**src/rtl/ecc_ram_scrubber_pkg.sv**
```systemverilog
// Shared definitions for the ECC RAM background scrubber: error-flag bit
// positions, FSM state encoding, counter width and address-width helper.
package ecc_ram_scrubber_pkg;

  localparam int CNT_W         = 16;

  // Bit positions within the decoder's err_b status
  localparam int ERR_NO_ERR    = 0;
  localparam int ERR_CORRECTED = 1;
  localparam int ERR_FATAL     = 2;

  typedef enum logic [2:0] {
    S_IDLE     = 3'd0,
    S_REQ      = 3'd1,
    S_READ     = 3'd2,
    S_WAIT     = 3'd3,
    S_WB_DATA  = 3'd4,
    S_WB_WRITE = 3'd5,
    S_NEXT     = 3'd6,
    S_GAP      = 3'd7
  } state_e;

  // Bits needed to address n words (never less than one bit)
  function automatic int addr_width(input int n);
    return (n <= 2) ? 1 : $clog2(n);
  endfunction

endpackage

```
**src/rtl/ecc_ram_scrubber_sat_counter16.sv**
```systemverilog
// Event counter that sticks at all-ones; a clear beats an increment
// arriving in the same cycle.
module sat_counter16
  import ecc_ram_scrubber_pkg::*;
(
  input  logic             clk,
  input  logic             rst,
  input  logic             clr,
  input  logic             inc,
  output logic [CNT_W-1:0] count
);

  logic [CNT_W-1:0] count_q, count_d;

  // Next count: clear dominates, increment holds once saturated
  always_comb begin
    count_d = count_q;
    if (clr) begin
      count_d = '0;
    end else if (inc && (count_q != '1)) begin
      count_d = count_q + 16'd1;
    end
  end

  // Count register, cleared by the asynchronous active-low reset
  always_ff @(posedge clk or negedge rst) begin
    if (!rst) begin
      count_q <= '0;
    end else begin
      count_q <= count_d;
    end
  end

  assign count = count_q;

endmodule

```
**src/rtl/ecc_ram_scrubber.sv**
```systemverilog
// Background scrubber for the ECC RAM port B. Walks every address, reads it
// through the decoder, writes back corrected data and records fatal words.
// The port is shared with user logic through a req/gnt handshake; losing the
// grant mid-word abandons the word and retries it at the same address.
module ecc_ram_scrubber
  import ecc_ram_scrubber_pkg::*;
#(
  parameter  int NUM_WORDS    = 512,
  parameter  int READ_LATENCY = 3,
  parameter  int SCRUB_GAP    = 1024,
  localparam int ADDR_WIDTH   = addr_width(NUM_WORDS)
) (
  input  logic                  clk,
  input  logic                  rst,
  input  logic                  enable,
  input  logic                  clear_counts,
  output logic                  port_req,
  input  logic                  port_gnt,
  output logic [ADDR_WIDTH-1:0] ram_address,
  output logic [15:0]           ram_data,
  output logic                  ram_wren,
  input  logic [15:0]           ram_q,
  input  logic [2:0]            ram_err,
  output logic                  busy,
  output logic                  pass_done,
  output logic                  fatal_pulse,
  output logic [ADDR_WIDTH-1:0] fatal_addr,
  output logic [CNT_W-1:0]      corrected_count,
  output logic [CNT_W-1:0]      fatal_count
);

  localparam logic [ADDR_WIDTH-1:0] LAST_ADDR = ADDR_WIDTH'(NUM_WORDS - 1);
  localparam logic [15:0]           RL_C      = 16'(READ_LATENCY);
  localparam logic [15:0]           GAP_C     = 16'(SCRUB_GAP);

  state_e                state_q, state_d;
  logic [ADDR_WIDTH-1:0] ptr_q, ptr_d;
  logic [15:0]           cnt_q, cnt_d;
  logic                  port_req_q, port_req_d;
  logic [ADDR_WIDTH-1:0] ram_address_q, ram_address_d;
  logic [15:0]           ram_data_q, ram_data_d;
  logic                  ram_wren_q, ram_wren_d;
  logic                  busy_q, busy_d;
  logic                  pass_done_q, pass_done_d;
  logic                  fatal_pulse_q, fatal_pulse_d;
  logic [ADDR_WIDTH-1:0] fatal_addr_q, fatal_addr_d;
  logic                  corr_inc, fatal_inc;

  // Next-state and next-output decode; outputs follow the state being entered
  always_comb begin
    state_d       = state_q;
    ptr_d         = ptr_q;
    cnt_d         = cnt_q;
    ram_address_d = ram_address_q;
    ram_data_d    = ram_data_q;
    fatal_pulse_d = 1'b0;
    fatal_addr_d  = fatal_addr_q;
    corr_inc      = 1'b0;
    fatal_inc     = 1'b0;

    case (state_q)
      S_IDLE: begin
        if (enable) state_d = S_REQ;
      end
      S_REQ: begin
        if (port_gnt) begin
          state_d       = S_READ;
          ram_address_d = ptr_q;
        end
      end
      S_READ: begin
        if (!port_gnt) begin
          state_d = S_REQ;
        end else begin
          state_d = S_WAIT;
          cnt_d   = 16'd1;
        end
      end
      S_WAIT: begin
        if (!port_gnt) begin
          state_d = S_REQ;
        end else if (cnt_q == RL_C) begin
          // Decoder status is valid now; fatal outranks corrected
          priority casez (ram_err)
            3'b1??: begin
              state_d       = S_NEXT;
              fatal_pulse_d = 1'b1;
              fatal_addr_d  = ptr_q;
              fatal_inc     = 1'b1;
            end
            3'b01?: begin
              state_d    = S_WB_DATA;
              ram_data_d = ram_q;
            end
            default: state_d = S_NEXT;
          endcase
        end else begin
          cnt_d = cnt_q + 16'd1;
        end
      end
      S_WB_DATA: begin
        // Data was presented this cycle; only commit the write while granted
        if (!port_gnt) begin
          state_d = S_REQ;
        end else begin
          state_d       = S_WB_WRITE;
          ram_address_d = ptr_q;
          corr_inc      = 1'b1;
        end
      end
      S_WB_WRITE: begin
        state_d = S_NEXT;
      end
      S_NEXT: begin
        ptr_d = (ptr_q == LAST_ADDR) ? '0 : ptr_q + 1'b1;
        if (SCRUB_GAP == 0) begin
          state_d = enable ? S_REQ : S_IDLE;
        end else begin
          state_d = S_GAP;
          cnt_d   = 16'd1;
        end
      end
      S_GAP: begin
        if (cnt_q == GAP_C) begin
          state_d = enable ? S_REQ : S_IDLE;
        end else begin
          cnt_d = cnt_q + 16'd1;
        end
      end
      default: state_d = S_IDLE;
    endcase

    port_req_d  = (state_d == S_REQ) || (state_d == S_READ) || (state_d == S_WAIT) ||
                  (state_d == S_WB_DATA) || (state_d == S_WB_WRITE);
    ram_wren_d  = (state_d == S_WB_WRITE);
    busy_d      = (state_d != S_IDLE);
    pass_done_d = (state_d == S_NEXT) && (state_q != S_NEXT) && (ptr_q == LAST_ADDR);
  end

  // State, scan pointer and registered outputs
  always_ff @(posedge clk or negedge rst) begin
    if (!rst) begin
      state_q       <= S_IDLE;
      ptr_q         <= '0;
      cnt_q         <= '0;
      port_req_q    <= 1'b0;
      ram_address_q <= '0;
      ram_data_q    <= '0;
      ram_wren_q    <= 1'b0;
      busy_q        <= 1'b0;
      pass_done_q   <= 1'b0;
      fatal_pulse_q <= 1'b0;
      fatal_addr_q  <= '0;
    end else begin
      state_q       <= state_d;
      ptr_q         <= ptr_d;
      cnt_q         <= cnt_d;
      port_req_q    <= port_req_d;
      ram_address_q <= ram_address_d;
      ram_data_q    <= ram_data_d;
      ram_wren_q    <= ram_wren_d;
      busy_q        <= busy_d;
      pass_done_q   <= pass_done_d;
      fatal_pulse_q <= fatal_pulse_d;
      fatal_addr_q  <= fatal_addr_d;
    end
  end

  sat_counter16 u_corrected_cnt (
    .clk   (clk),
    .rst   (rst),
    .clr   (clear_counts),
    .inc   (corr_inc),
    .count (corrected_count)
  );

  sat_counter16 u_fatal_cnt (
    .clk   (clk),
    .rst   (rst),
    .clr   (clear_counts),
    .inc   (fatal_inc),
    .count (fatal_count)
  );

  assign port_req    = port_req_q;
  assign ram_address = ram_address_q;
  assign ram_data    = ram_data_q;
  assign ram_wren    = ram_wren_q;
  assign busy        = busy_q;
  assign pass_done   = pass_done_q;
  assign fatal_pulse = fatal_pulse_q;
  assign fatal_addr  = fatal_addr_q;

endmodule

```
**config.mk**
```make
export PLATFORM = sky130hd
export DESIGN_NAME = ecc_ram_scrubber
export DESIGN_NICKNAME = d
export VERILOG_FILES = /design/src/rtl/ecc_ram_scrubber_pkg.sv /design/src/rtl/ecc_ram_scrubber_sat_counter16.sv /design/src/rtl/ecc_ram_scrubber.sv
export SDC_FILE = /design/constraint.sdc
export NUM_CORES = 1
export LEC_CHECK = 0
export CELL_PAD_IN_SITES_DETAIL_PLACEMENT = 0
export CELL_PAD_IN_SITES_GLOBAL_PLACEMENT = 1
export CORE_MARGIN = 5
export CORE_UTILIZATION = 40
export DETAILED_ROUTE_END_ITERATION = 10
export GPL_TIMING_DRIVEN = 0
export PLACE_DENSITY = 0.91
export SYNTH_ARGS = -nofsm -noshare
export SYNTH_HDL_FRONTEND = slang
export SYNTH_SLANG_ARGS = --single-unit
```
**constraint.sdc**
```tcl
create_clock -name clk -period 2.6 [get_ports clk]
set_input_delay 0.26 -clock clk [delete_from_list [all_inputs] [get_ports clk]]
set_output_delay 0.26 -clock clk [all_outputs]
set_load 0.005 [all_outputs]
```
Word-level counts from Yosys, hierarchy flattened --
Cells that the tools add are included.
Operators by class: reductions and logical operators 18, eq/ne operators 24, mux-type cells 26, $add $sub $neg 4
Operators by type and width (number):
- 16-bit 2-to-1 mux | 8
- 16-bit case mux with 4 select lines | 1
- 16-bit by 1-bit adder with 16-bit output, second input constant | 3
- 16-bit != test, second input constant | 2
- 3-bit case mux with 8 select lines | 1
- 3-bit == test, second input constant | 7
- 3-bit 2-to-1 mux | 6
- 16-bit by 11-bit == test with 1-bit output, second input constant | 1
- 16-bit by 2-bit == test with 1-bit output, second input constant | 1
- 3-bit by 2-bit == test with 1-bit output, second input constant | 4
- 9-bit by 1-bit adder with 9-bit output, second input constant | 1
- 9-bit == test, second input constant | 1
- 9-bit 2-to-1 mux | 1
- 2-bit != test, second input constant | 4
- 4-bit AND reduction | 2
- 1-bit 2-to-1 mux | 7
- 3-bit by 1-bit == test with 1-bit output, second input constant | 2
- 5-bit AND reduction | 1
- 1-bit logical AND | 4
- 1-bit logical OR | 4
- 2-bit 2-to-1 mux | 2
- 2-bit nonzero test | 2
- 4-bit nonzero test | 1
- 3-bit zero test | 1
- other kinds (5) | 5
Word-level totals: output and inout port bits 71, bits in registers 99, input port bits 24, logic and storage cells 85

Longest topological paths before layout --
Gate-level depths: netlist of the first run.
word-level depth 10, mapped depth 10, gate-level depth less buffers 9

Cells and area by module --
From an unflattened synthesis of the first run, not the netlist that was laid out.
Second synthesis, totals: cells, all modules 472, area, all modules 5014.8 sq um
By module, submodules not included:
- ecc_ram_scrubber | cells each 276, area an instance 3130.5 sq um, seq. area each 1676.6 sq um, instances 1
- sat_counter16 | cells each 98, area an instance 942.2 sq um, seq. area each 400.4 sq um, instances 2

Least setup slack after synthesis of the first run --
OpenSTA, ideal clock, no wires.
kind register to register, start register cnt_q[4], end register ram_data_q[10], in the netlist ram_data[10], data required time 2.475 ns, path buffers 2, data arrival time 2.135 ns, clock period less this slack 2.260 ns, setup time 0.125 ns, setup slack 0.340 ns, cell stages (with the launch flop) 9, path through dfrtp_1 buf_6 nor4_4 and4_1 o21ai_2 a221oi_4 nand3_4 buf_6 mux2_4
Between the ends: cells in the longest elaborated chain, start to end 2
Ends and longest elaborated chain:
- start: declaration | RTL line ecc_ram_scrubber.sv:38 | logic [15:0] cnt_q, cnt_d;
- start signal: assignment | RTL line ecc_ram_scrubber.sv:157 | cnt_q <= cnt_d;
- 16-bit by 2-bit == test with 1-bit output | RTL line ecc_ram_scrubber.sv:82 | end else if (cnt_q == RL_C) begin
- 4-bit AND reduction (no line)
- end signal: assignment | RTL line ecc_ram_scrubber.sv:160 | ram_data_q <= ram_data_d;
- end: declaration | RTL line ecc_ram_scrubber.sv:41 | logic [15:0] ram_data_q, ram_data_d;
Every way passes these cells. A chain may end at the register's enable or synchronous reset.

Worst setup path in the final report of the first run --
start register cnt_q[12], end register ram_data_q[10], in the netlist ram_data[10]
The elaborated chain is that of the path after synthesis.

==> impl_results.md, run 1 <==
* FF+latch area at 0.00248 mm2
* Syn Nets at 473
* Global Route met3 Usage at 4.17%
* Async SR Flop Fraction at 100%
* DRC Markers at 0
* RSZ-0062 raised after global routing: no
* Num CTS Buffers at 9
* PortBufs at 93
* Final setup vio count at 0
* Most frequent cell after synthesis: dfrtp_1
* DP HPWL at 8210 um
* Mapped Avg Cell Area at 10.8 um2
* Final estimated routing congestion in global placement at 0.883
* Footprint of the multi-input gates at 0.00216 mm2
* Pwr Total at 4.79 mW
* Area share of the largest cell type after synthesis at 52.0%
* Outcome: completed
* Mux share of post-synthesis cell area at 10.2%
* WL final at 11400 um
* Antenna fix cells at 0
* Simple-Gate Fraction of Synth Area at 18.5%
* Core ar. at 0.0116 mm2
* Htree depth at 3
* Worst path arrival time at 2.65 ns
* Vias at 3808
* Max-cap violation count at 0
* Setup ws final at 0.181 ns
* Clock latency on the worst-skew pair at 0.34 ns
* PD cells at 763 mW/mm2
* Largest family of logic cells by synthesized area: simple AND/OR/NAND/NOR gates
* Synth unique cells at 45
* #FFs+latches synth at 99
* Compound-Gate Fraction of Synth Area at 9.85%
* Clock Sink Count at 99
* Global-route track usage on met2 at 27.5%
* Top cells by count, synth: dfrtp_1 (99), nor2_1 (48), nand2_1 (28)
* Die span in y at 119 um
* Synth Warn # at 0
* Vias per cell at 5.42
* XOR/XNOR share of the synthesized area at 4.78%
* Gate Count Post-Synth at 443
* Slew Viols, Final at 0
* Post-synth EDFFs at 0
* Cell Count, Final, Fillers Out at 702
* Area delta synth->final at 31.7%
* Grt met1 use at 20.9%
* Fin crit share at 93.1%
* Max Freq at 413 MHz
* CTS clk-pin slew, worst paths at 0.07 ns
* Final min period at 2.42 ns
* Static Leak at 2.69 nW
* Synth Flop Type: dfrtp_1
* # nets final at 584
* Detail Route Antenna Nets at 0
* First-pass GRT wire length at 19200 um
* Grt total ovfl at 0
* CTS Buffer Depth at 2
* Worst hold path class: input pin to asynchronous set/reset pin
* Starting Density at 41.2%
* Die width at 119 um
* Worst Path Max Fanout at 10
* Share of cells above drive strength 1 at 14.1%
* Max Clock Skew at 0.00745 ns
* Slew HR at 61.1%
* Synth Area in Adders at 1.58%
* Drt pass-1 iters at 6
* Inst Count DP at 680
* Num ports at 95
* Full die area at 0.0142 mm2
* Seq/Total Area, Yosys at 52.0%
* Final Hold Viols at 0
* Cell taking the most area after synthesis: dfrtp_1
* Worst vdd ir at 342 uV
* Row count at 39
* Vias in the first global route at 3869
* Layout fillers at 1045
* TritonCTS clock tree: done
* CP Class: register to register
* CP startpoint kind: register
* Crit path capture type: register
* Synthesized area at 0.00477 mm2
* Largest net degree at the start of global routing at 70
* Top cells by area, synth: dfrtp_1 (52%), mux2_2 (6.4%), nor2_1 (3.8%), o31ai_1 (3.6%), mux2_4 (3.2%)
* Layer with the highest usage: met2
* Pre-CTS setup slack at -0.128 ns
* CP required at 2.83 ns
* First DRT Iteration DRCs at 201
* Gr usage total at 16.5%
* Routed WL per cell at 16.2 um
* Clock root buffer: clkbuf_16
* Worst-Margin Slew at 0.581 ns
* Initial antenna violation count at 0
[power by group]
| group | total (mW) | leakage, nW | switching [mW] | internal (mW) |
|---|---|---|---|---|
| logic | 1.50 | 1.21 | 0.709 | 0.795 |
| clock network | 1.35 | 0.146 | 0.593 | 0.753 |
| registers | 1.94 | 1.33 | 0.170 | 1.77 |
| total | 4.79 | 2.69 | 1.47 | 3.32 |
[layout by cell type, fill, tap and decap left out, drive strengths merged, types with 5 or more instances in the layout]
cell / Yosys / routed
nand3: 18 / 18
and3: 11 / 11
clkbuf: 16 / 25
o21ai: 23 / 23
nor3: 8 / 8
inv: 12 / 13
dfrtp: 99 / 99
a31oi: 7 / 7
nor4: 7 / 7
nor2: 48 / 48
ha: 6 / 6
nand2: 28 / 28
clkdlybuf4s50: 0 / 92
and2: 5 / 5
a21oi: 7 / 7
and4: 5 / 5
buf: 7 / 14
xnor2: 10 / 10
mux2: 37 / 37
xor2: 16 / 16
o31ai: 23 / 23
nand4: 14 / 14
or3: 8 / 8
[metal layers]
layer | vias up | share of wire (%)
met5 | - | 0
met2 | 105 | 48
met4 | 0 | 1.7
met3 | 12 | 5.6
li1 | 1807 | -
met1 | 1884 | 44
[cell families (layout without fill, tap and decap cells)]
logic type                 count (synthesis)  after routing
and+or+nand+nor                          167            167
DFF                                       99             99
AOI/OAI and AO/OA                         70             70
muxes                                     40             40
buffers and inverters                     35            151
xor gates and xnor gates                  26             26
adders and majority gates                  6              6
[worst max-delay path, stage by stage, from the launching register on]
cell	delay (ns)
dfrtp_1	0.45
nor4_4	0.33
and4_1	0.33
nand2_1	0.07
a21boi_1	0.40
nand3_4	0.21
buf_6	0.21
mux2_4	0.30
[metrics by stage]
| stage | TNS, ns | cell area (um2) | hold WS, ns | utilization, % |
|---|---|---|---|---|
| CTS | 0 | 6240 | 0.413 | 53.9 |
| finish | 0 | 6270 | 0.404 | 54.3 |
| global placement | -241.46 | 5880 | 0.487 | 50.8 |
| floorplan | 0 | 4770 | -0.0356 | - |
| detailed placement | -1.71 | 5900 | 0.241 | 51.0 |
| global route | 0 | 6270 | 0.460 | 54.3 |
[worst paths after layout]
| kind | slack, ns | from | end | cells past startpoint |
|---|---|---|---|---|
| min in group clk | 0.50 | ram_address[7] | ram_address[7] | 1 |
| max in group asynchronous | 1.51 | rst | u_corrected_cnt.count[11] | 3 |
| worst max register to register | 0.18 | cnt_q[12] | ram_data[10] | 7 |
| worst min-delay path | 0.40 | rst | ram_address[3] | 2 |
| worst min register to register | 0.50 | ram_address[7] | ram_address[7] | 1 |
| worst max-delay path | 0.18 | cnt_q[12] | ram_data[10] | 7 |
[area by class of cell]
class | count | area share (%)
Clock inverter | 7 | 1.24
Multi-Input combinational cell | 309 | 34.4
Inverter | 12 | 0.718
Clock buffer | 9 | 3.59
Timing Repair Buffer | 100 | 16.0
Buffer | 23 | 1.75
Sequential cell | 99 | 39.5
Tap cell | 143 | 2.85
[flip-flops by register name, indices dropped and copies added, names as in the netlist, 3 cells and up]
signal                 count
fatal_addr                 9
state_q                    3
u_fatal_cnt.count         16
ptr_q                      9
u_corrected_cnt.count     16
cnt_q                     16
ram_data                  16
ram_address                9
[what timing repair did]
item	CTS	global route
hold buffers	1	0
setup endpoints to repair	24	29
resized for setup	0	10
setup buffers	3	2
pin swaps	1	3
hold endpoints to repair	30	0
(Power assumes the default switching activity.)
==> inputs of run 2 (changes only) <==
Settings changed: CTS_CLUSTER_DIAMETER set to 200.
==> results of run 2 <==
No change in the layout: final DEF, timing and power equal those of run 1.
